**src/rtl/pc_pkg.sv**
```systemverilog
// Shared definitions for the program-counter sequencer and its return-address stack.
// Latency: n/a (types and constants only).
// Backpressure: n/a.
package pc_pkg;

  localparam int PC_WIDTH_DEF  = 32;
  localparam int RAS_DEPTH_DEF = 8;

  // Source of the next PC value, resolved by the priority select in the top level.
  typedef enum logic [2:0] {
    PCSEL_INC  = 3'd0,
    PCSEL_BR   = 3'd1,
    PCSEL_JMP  = 3'd2,
    PCSEL_CALL = 3'd3,
    PCSEL_RET  = 3'd4,
    PCSEL_HOLD = 3'd5
  } pcsel_t;

endpackage

```
**src/rtl/pc_ras.sv**
```systemverilog
// Circular return-address stack: push/pop one entry per edge, oldest entry overwritten when full.
// Latency: push/pop take effect at the next negedge clk; top_data/empty/full are registered-state derived.
// Backpressure: none; push when full or pop when empty raise err_evt for one cycle instead of stalling.
// Ports: clk, rst (sync, active-high), push, pop, push_data -> top_data, empty, full, err_evt.
module pc_ras #(
  parameter int WIDTH = pc_pkg::PC_WIDTH_DEF,
  parameter int DEPTH = pc_pkg::RAS_DEPTH_DEF
) (
  input  logic             clk,
  input  logic             rst,
  input  logic             push,
  input  logic             pop,
  input  logic [WIDTH-1:0] push_data,
  output logic [WIDTH-1:0] top_data,
  output logic             empty,
  output logic             full,
  output logic             err_evt
);

  localparam int PW = (DEPTH > 1) ? $clog2(DEPTH) : 1;
  localparam int CW = $clog2(DEPTH + 1);

  logic [WIDTH-1:0] mem [DEPTH];
  logic [PW-1:0]    top;
  logic [CW-1:0]    count;
  logic [PW-1:0]    top_inc;
  logic [PW-1:0]    top_dec;

  // Explicit wrap so non-power-of-two depths stay inside the array.
  always_comb begin
    top_inc = (top == PW'(DEPTH - 1)) ? '0 : top + PW'(1);
    top_dec = (top == '0) ? PW'(DEPTH - 1) : top - PW'(1);
  end

  assign empty    = (count == '0);
  assign full     = (count == CW'(DEPTH));
  assign top_data = mem[top];
  assign err_evt  = (push && full) || (pop && empty);

  // top points at the newest entry; when full, top_inc is the oldest slot,
  // so a push there drops the oldest address and the count saturates.
  always_ff @(negedge clk) begin
    if (rst) begin
      top   <= PW'(DEPTH - 1);
      count <= '0;
    end else if (push) begin
      top <= top_inc;
      if (!full) count <= count + CW'(1);
    end else if (pop && !empty) begin
      top   <= top_dec;
      count <= count - CW'(1);
    end
  end

  // Contents need no reset; validity is tracked by count.
  always_ff @(negedge clk) begin
    if (push && !rst) mem[top_inc] <= push_data;
  end

endmodule

```
**src/rtl/pc_sequencer.sv**
```systemverilog
// Program-counter sequencer: increment, relative branch, jump, call/return with hardware RAS.
// Latency: one edge; next_pc is combinational and loaded into pc at the next negedge clk.
// Backpressure: stall holds pc, stack and flags; all other requests that cycle are dropped.
// Ports: clk, rst, stall, branch_en/branch_offset, jump_en, call_en, ret_en, jump_target
//        -> pc, next_pc, ras_empty, ras_full, ras_err (sticky until rst).
module pc_sequencer
  import pc_pkg::*;
#(
  parameter int               WIDTH        = PC_WIDTH_DEF,
  parameter int               RAS_DEPTH    = RAS_DEPTH_DEF,
  parameter logic [WIDTH-1:0] RESET_VECTOR = '0
) (
  input  logic             clk,
  input  logic             rst,
  input  logic             stall,
  input  logic             branch_en,
  input  logic [WIDTH-1:0] branch_offset,
  input  logic             jump_en,
  input  logic             call_en,
  input  logic             ret_en,
  input  logic [WIDTH-1:0] jump_target,
  output logic [WIDTH-1:0] pc,
  output logic [WIDTH-1:0] next_pc,
  output logic             ras_empty,
  output logic             ras_full,
  output logic             ras_err
);

  pcsel_t           sel;
  logic [WIDTH-1:0] pc_inc;
  logic [WIDTH-1:0] pc_br;
  logic [WIDTH-1:0] ras_top;
  logic             ras_push;
  logic             ras_pop;
  logic             ras_err_evt;

  assign pc_inc = pc + WIDTH'(1);
  assign pc_br  = pc + branch_offset;

  always_comb begin
    sel = PCSEL_INC;
    if (stall)          sel = PCSEL_HOLD;
    else if (ret_en)    sel = PCSEL_RET;
    else if (call_en)   sel = PCSEL_CALL;
    else if (jump_en)   sel = PCSEL_JMP;
    else if (branch_en) sel = PCSEL_BR;
  end

  always_comb begin
    next_pc = pc_inc;
    if (rst) begin
      next_pc = RESET_VECTOR;
    end else begin
      case (sel)
        PCSEL_HOLD: next_pc = pc;
        // Underflowing return falls through to sequential execution.
        PCSEL_RET:  next_pc = ras_empty ? pc_inc : ras_top;
        PCSEL_CALL: next_pc = jump_target;
        PCSEL_JMP:  next_pc = jump_target;
        PCSEL_BR:   next_pc = pc_br;
        default:    next_pc = pc_inc;
      endcase
    end
  end

  // Reset discards any same-cycle request, so the stack never moves during rst.
  assign ras_push = !rst && (sel == PCSEL_CALL);
  assign ras_pop  = !rst && (sel == PCSEL_RET);

  pc_ras #(
    .WIDTH (WIDTH),
    .DEPTH (RAS_DEPTH)
  ) u_ras (
    .clk       (clk),
    .rst       (rst),
    .push      (ras_push),
    .pop       (ras_pop),
    .push_data (pc_inc),
    .top_data  (ras_top),
    .empty     (ras_empty),
    .full      (ras_full),
    .err_evt   (ras_err_evt)
  );

  always_ff @(negedge clk) begin
    if (rst) begin
      pc      <= RESET_VECTOR;
      ras_err <= 1'b0;
    end else begin
      pc <= next_pc;
      if (ras_err_evt) ras_err <= 1'b1;
    end
  end

endmodule

```
**config.mk**
```make
export PLATFORM = sky130hd
export DESIGN_NAME = pc_sequencer
export DESIGN_NICKNAME = d
export VERILOG_FILES = /design/src/rtl/pc_pkg.sv /design/src/rtl/pc_ras.sv /design/src/rtl/pc_sequencer.sv
export SDC_FILE = /design/constraint.sdc
export NUM_CORES = 1
export LEC_CHECK = 0
export CAP_MARGIN = 5
export CORE_MARGIN = 2
export CORE_UTILIZATION = 35
export CTS_CLUSTER_DIAMETER = 150
export DETAILED_ROUTE_END_ITERATION = 16
export PLACE_DENSITY = 0.61
export REMOVE_ABC_BUFFERS = 1
export SYNTH_ARGS = -nofsm -noshare
export SYNTH_HDL_FRONTEND = slang
export SYNTH_SLANG_ARGS = --single-unit
```
**constraint.sdc**
```tcl
create_clock -name clk -period 7.66 [get_ports clk]
set_clock_uncertainty 0.2 [all_clocks]
set_input_delay 1.915 -clock clk [delete_from_list [all_inputs] [get_ports clk]]
set_output_delay 1.915 -clock clk [all_outputs]
set_load 0.05 [all_outputs]
```
# --- Word level (Yosys, flattened, before mapping) ---
# Memories as Yosys holds them, arrays and structs flattened. A register that Yosys moved wholly into a read port is not among the register bits.
# Cells that the tools add are included.
op_classes:
  n_addsub: 6
  n_eq_ne: 8
  n_mux: 19
  reduce_logical: 14
ops:
  columns: ["op", "count"]
  rows:
  - ["32-bit one-hot mux with 4 select lines", 1]
  - ["32-bit 2-to-1 mux", 2]
  - ["32-bit by 1-bit adder with 32-bit output, second input constant", 1]
  - ["32-bit adder", 1]
  - ["3-bit 2-to-1 mux", 8]
  - ["4-bit 2-to-1 mux", 3]
  - ["3-bit == test, second input constant", 3]
  - ["3-bit by 2-bit == test with 1-bit output, second input constant", 2]
  - ["1-bit logical AND", 6]
  - ["4-bit by 1-bit adder with 4-bit output, second input constant", 1]
  - ["4-bit == test, second input constant", 1]
  - ["4-bit zero test", 1]
  - ["2-bit 2-to-1 mux", 2]
  - ["4-bit by 1-bit subtractor with 4-bit output, second input constant", 1]
  - ["3-bit by 1-bit adder with 3-bit output, second input constant", 1]
  - ["3-bit by 1-bit == test with 1-bit output, second input constant", 1]
  - ["3-bit zero test", 1]
  - ["1-bit 2-to-1 mux", 3]
  - ["3-bit by 1-bit subtractor with 3-bit output, second input constant", 1]
  - ["1-bit zero test", 2]
  - ["2-bit inequality test, second input constant", 1]
  - ["2-bit AND reduction", 1]
  - ["2-bit nonzero test", 1]
  - ["2-bit OR reduction", 1]
  - ["1-bit logical OR", 1]
totals:
  mem_count: 1
  ff_bits: 40
  wordCells: 52
  in_bits: 71
  mem_bits_rw: 256
  output_inout_bits: 67
mem_list:
  columns: ["name", "depth", "word_bits", "rd", "rd_ports_with_merged_regs", "wr", "line_no", "rtl"]
  rows:
  - ["u_ras.mem", 8, 32, 1, 1, 1, "pc_ras.sv:23", "logic [WIDTH-1:0] mem [DEPTH];"]

# --- Longest topological paths before layout ---
logic_depth:
  ltp_word: 12
  mapped_depth: 11

# --- Hierarchy ---
# A second synthesis with hierarchy kept.
hier_totals:
  hier_cells: 988
  hier_area_um2: 14228.6
modules_own_cells:
  columns: ["module", "area_per_inst_um2", "n_inst", "cells_per_inst", "seq_area_each_um2"]
  rows:
  - ["pc_ras", 10233.6, 1, 453, 7887.6]
  - ["pc_sequencer", 3995.1, 1, 535, 660.6]

==> results.txt <==
----------------------------------------------------
[GRT]
  Maximum number of pins on one net before global-route repair ... 42
  First-pass GRT wire length ... about 75000 µm
  Total routing usage reported by global routing ... 0.236
  Antenna violations before repair ... 1
  Grt total ovfl ... 0
  Vias in the first global route ... 13600

[Setup path]
  Kind of launch point of the worst setup path ... register
  Path type of the worst setup path ... register to primary output
  Category of cells accounting for the largest share of critical-path delay ... compound AO/OA/AOI/OAI gates
  Worst Setup End Kind ... primary output
  Cell breakdown of the critical path ... ha_4 > a21o_1 > a21oi_4 > a21boi_2 > a211o_4 > nand2_4 > o211ai_4 > or4_4 > a311oi_2 > buf_4 > buf_12
  Required time at the endpoint of the critical path ... between 5 and 6 ns
  Data arrival time of the critical path ... about 7.2 ns
  Buffers plus inverters on the worst setup path ... 2
  Worst reg-to-reg setup slack ... between 4 and 5 ns
  Worst path max stage delay ... 0.56 ns
  Depth of the worst register-to-register path ... 9
  Max FO, Critical Path ... 3
  Critical R2R Capture ... pc[31]$_SDFF_NP0_
  FF-to-FF Start ... pc[3]$_SDFF_NP0_
  Slowest library cell on the worst path ... sky130_fd_sc_hd__or4_4

[Finish]
  Most frequent standard cell in the layout excluding fill and tap cells ... sky130_fd_sc_hd__buf_4
  Highest-count cells in the layout ignoring fill and taps ... sky130_fd_sc_hd__buf_4, sky130_fd_sc_hd__inv_1, sky130_fd_sc_hd__edfxtp_1, sky130_fd_sc_hd__mux4_2, sky130_fd_sc_hd__buf_12
  Share of final-layout standard cells stronger than drive strength 1 ... 0.402
  Final standard cell area without fillers ... ~0.023 mm²
  Syn-to-layout area delta ... 60.6%
  Total Nets Final ... 1932
  Filler Cell Count ... roughly 3300
  Fin cells ... about 2400

[Detailed routing]
  Final routed wire length divided by cell count ... 21.4 µm
  1st-iter DRT viols ... 1116
  Wirelength, routed ... about 51000 µm
  Number of iterations in the first detailed-routing pass ... 7
  Vias per cell ... ~5.3
  Routed Antenna Nets ... 0
  Total number of vias ... 12700
  DRC ... 0

[Clock tree]
  Clock insertion delay at the later pin of the skew report ... ~0.6 ns
  H-Tree Level Count ... 2
  CTS max path bufs ... 3
  Clock transition at the registers of the reported paths ... 0.04 ns
  Number of buffers created by CTS ... 36
  Clock Tree Root ... sky130_fd_sc_hd__clkbuf_16
  Sink Count ... ~300
  TritonCTS clock tree ... done

[Floorplan]
  IO Count ... about 140
  Die span in x ... about 210 µm
  Die area ... 0.0428 mm²
  Initial standard-cell utilization of the core ... 0.354
  Chip Height ... just over 200 µm
  FP Rows ... 74
  Area of the core ... between 0.04 and 0.05 mm²

[Logic synthesis]
  Number of storage elements in the synthesis netlist ... ~300
  Post-synthesis cell area ... about 0.014 mm²
  Top cells by area in the synthesized netlist ... sky130_fd_sc_hd__edfxtp_1, sky130_fd_sc_hd__mux4_2, sky130_fd_sc_hd__dfxtp_1
  Share of the synthesized area in the top cell type ... 0.534
  Proportion of synthesized chip area in sequential cells ... 0.593
  Leading area contributor after synthesis ... sky130_fd_sc_hd__edfxtp_1
  Post-synthesis async set-or-reset flop share ... 0
  Most used flip-flop cell after synthesis ... sky130_fd_sc_hd__edfxtp_1
  Average cell area after synthesis ... about 14 µm²
  Number of enable flip-flop cells after synthesis ... 256
  Count of different cell masters after synthesis ... a little over 70
  Yosys synthesis warning count ... 0
  Post-synthesis cell count ... about 1000

[Min path]
  Hold crit path type ... register to register
  Endpoint of the worst hold-timing path ... ras_err$_SDFFE_NP0P_
  Worst hold start ... ras_err$_SDFFE_NP0P_
  Number of instances on the worst hold path ... 2

[Pwr]
  Int Power ... between 3 and 4 mW
  Peak supply drop ... 173 µV
  Power per Cell Area ... roughly 230 mW/mm²
  Switching power ... 1.75 mW
  Leak ... ~10 nW
  Clk network pwr share ... 0.432
  Proportion of power drawn by combinational gates ... 0.223
  Sequential power share ... 0.344
  Proportion of total power due to net switching ... 0.325

[Timing]
  Total count of hold-check failures in the final report ... 0
  Count of final max-slew check failures ... 0
  Worst Tran Pin Value ... between 0.6 and 0.7 ns
  Remaining max-slew budget at the tightest pin ... 0.541
  Setup repair after global routing missed its margin ... yes
  Setup WS post-layout ... -1.61 ns
  Total of endpoints with negative setup slack in the final report ... 39

[Placed design]
  Gpl congestion ... a little under 0.9
  Post-placement cell count ... just under 2000
  Cell area after placement ... 0.0192 mm²
  Input/output buffers ... between 100 and 150
  Sum of net half-perimeters after detailed placement ... between 30000 and 40000 µm

[Run]
  Max cap viols ... 0

[Status]
  Result of the run ... complete, but fails checks
  Violations in the final reports ... negative setup slack

----------------------------------------------------
==> logic make-up after synthesis <==
family | count (synthesis) | synth area share
AO/OA/AOI/OAI | 243 | 0.112
AND/OR/NAND/NOR | 225 | 0.0798
multiplexers | 102 | 0.127
flip-flops | 299 | 0.593
buffers and inverters | 68 | 0.0184
adder cells (fa/ha/maj) | 40 | 0.0358
XOR/XNOR | 54 | 0.0328
==> worst max path at each step <==
stage / start / end / slack, ns / cells past startpoint
4_1_cts: pc[1]$_SDFF_NP0_ / next_pc[31] / -1.57 / 11
3_5_place_dp: pc[0]$_SDFF_NP0_ / next_pc[24] / -1.37 / 13
2_1_floorplan: register / next_pc[31] / -3.25 / 6
5_1_grt: pc[3]$_SDFF_NP0_ / next_pc[31] / -1.69 / 11
6_report: pc[3]$_SDFF_NP0_ / next_pc[31] / -1.61 / 11
3_3_place_gp: pc[0]$_SDFF_NP0_ / next_pc[24] / -1.31 / 13
==> state kept, by name, indices dropped and copies added (netlist names), named ones only <==
name         flops
u_ras.count      4
pc              32
u_ras.top        3
ras_err          1
u_ras.mem      256
==> area by class of cell <==
class	count	area (µm²)	area share
antenna	1	2.50	0.000108
clock buffer	37	926	0.0400
clock inverter	322	1360	0.0586
inverter	15	58.8	0.00254
multi-input combinational	664	6640	0.287
sequential	299	8570	0.370
tap	532	666	0.0288
timing repair buffer	506	4910	0.212
==> cell usage after synthesis, types with 3 or more instances <==
| library cell | count |
|---|---|
| sky130_fd_sc_hd__edfxtp_1 | 256 |
| sky130_fd_sc_hd__a211o_1 | 3 |
| sky130_fd_sc_hd__mux2_2 | 11 |
| sky130_fd_sc_hd__nand4_1 | 11 |
| sky130_fd_sc_hd__o21a_1 | 4 |
| sky130_fd_sc_hd__and2_1 | 5 |
| sky130_fd_sc_hd__dfxtp_1 | 43 |
| sky130_fd_sc_hd__nor2_1 | 73 |
| sky130_fd_sc_hd__mux4_2 | 64 |
| sky130_fd_sc_hd__o31ai_1 | 4 |
| sky130_fd_sc_hd__nand3b_1 | 3 |
| sky130_fd_sc_hd__and4_1 | 3 |
| sky130_fd_sc_hd__a22oi_1 | 9 |
| sky130_fd_sc_hd__nand2b_1 | 15 |
| sky130_fd_sc_hd__inv_1 | 16 |
| sky130_fd_sc_hd__buf_2 | 8 |
| sky130_fd_sc_hd__a211oi_1 | 6 |
| sky130_fd_sc_hd__mux2i_1 | 27 |
| sky130_fd_sc_hd__xnor2_1 | 41 |
| sky130_fd_sc_hd__clkbuf_1 | 39 |
| sky130_fd_sc_hd__nor3_1 | 11 |
| sky130_fd_sc_hd__a222oi_1 | 19 |
| sky130_fd_sc_hd__or3_1 | 5 |
| sky130_fd_sc_hd__nand2_1 | 45 |
| sky130_fd_sc_hd__a21oi_1 | 60 |
| sky130_fd_sc_hd__buf_1 | 5 |
| sky130_fd_sc_hd__xor2_1 | 13 |
| sky130_fd_sc_hd__ha_1 | 38 |
| sky130_fd_sc_hd__o21bai_1 | 4 |
| sky130_fd_sc_hd__nor3b_1 | 3 |
| sky130_fd_sc_hd__nor2b_1 | 4 |
| sky130_fd_sc_hd__a221oi_1 | 7 |
| sky130_fd_sc_hd__o211ai_1 | 3 |
| sky130_fd_sc_hd__nand3_1 | 21 |
| sky130_fd_sc_hd__a21o_1 | 22 |
| sky130_fd_sc_hd__a31oi_1 | 14 |
| sky130_fd_sc_hd__o22ai_1 | 9 |
| sky130_fd_sc_hd__o21ai_0 | 53 |
| sky130_fd_sc_hd__and3_1 | 14 |
==> metrics by stage <==
| stage | util | hold WS [ns] | total power, mW | worst slack (ns) | setup TNS (ns) |
|---|---|---|---|---|---|
| floorplan | - | 0.288 | 2.61 | -3.25 | -443.82 |
| global placement | 0.472 | 0.329 | 3.10 | -1.31 | -160.32 |
| detailed placement | 0.472 | 0.330 | 3.11 | -1.37 | -160.22 |
| CTS | 0.553 | 0.342 | 5.36 | -1.57 | -40.60 |
| global route | 0.568 | 0.365 | 5.71 | -1.69 | -46.72 |
| finish | 0.568 | 0.342 | 5.39 | -1.61 | -42.78 |
==> power by group through the flow <==
| stage | Combinational, mW | Sequential [mW] | Clock, mW |
|---|---|---|---|
| 6_report | 1.20 | 1.86 | 2.33 |
| 5_1_grt | 1.27 | 1.86 | 2.58 |
| 4_1_cts | 1.13 | 1.86 | 2.38 |
| 3_5_place_dp | 1.00 | 1.87 | 0.232 |
| 3_3_place_gp | 0.992 | 1.87 | 0.232 |
| 2_1_floorplan | 0.417 | 1.96 | 0.232 |
==> worst min-delay path: cells and delay by family (launching register included) <==
| family | cells | cell delay, ns |
|---|---|---|
| flops | 1 | 0.33 |
| compound gates | 2 | 0.17 |
==> what timing repair did <==
item	4_1_cts	5_1_grt
pin swaps	66	45
resized for setup	230	101
setup endpoints to repair	65	50
hold buffers	0	0
gates cloned	0	0
setup buffers	29	42
==> metal layers <==
layer  GRT usage  vias to the layer above  routed length [µm]
met2       0.375                      612               25000
met3      0.0754                      119                4350
li1            -                     5694                   -
met5           0                        -                   0
met1       0.284                     6252               19400
met4       0.132                        0                2090
Note: power is estimated with default switching activity, not from simulation.
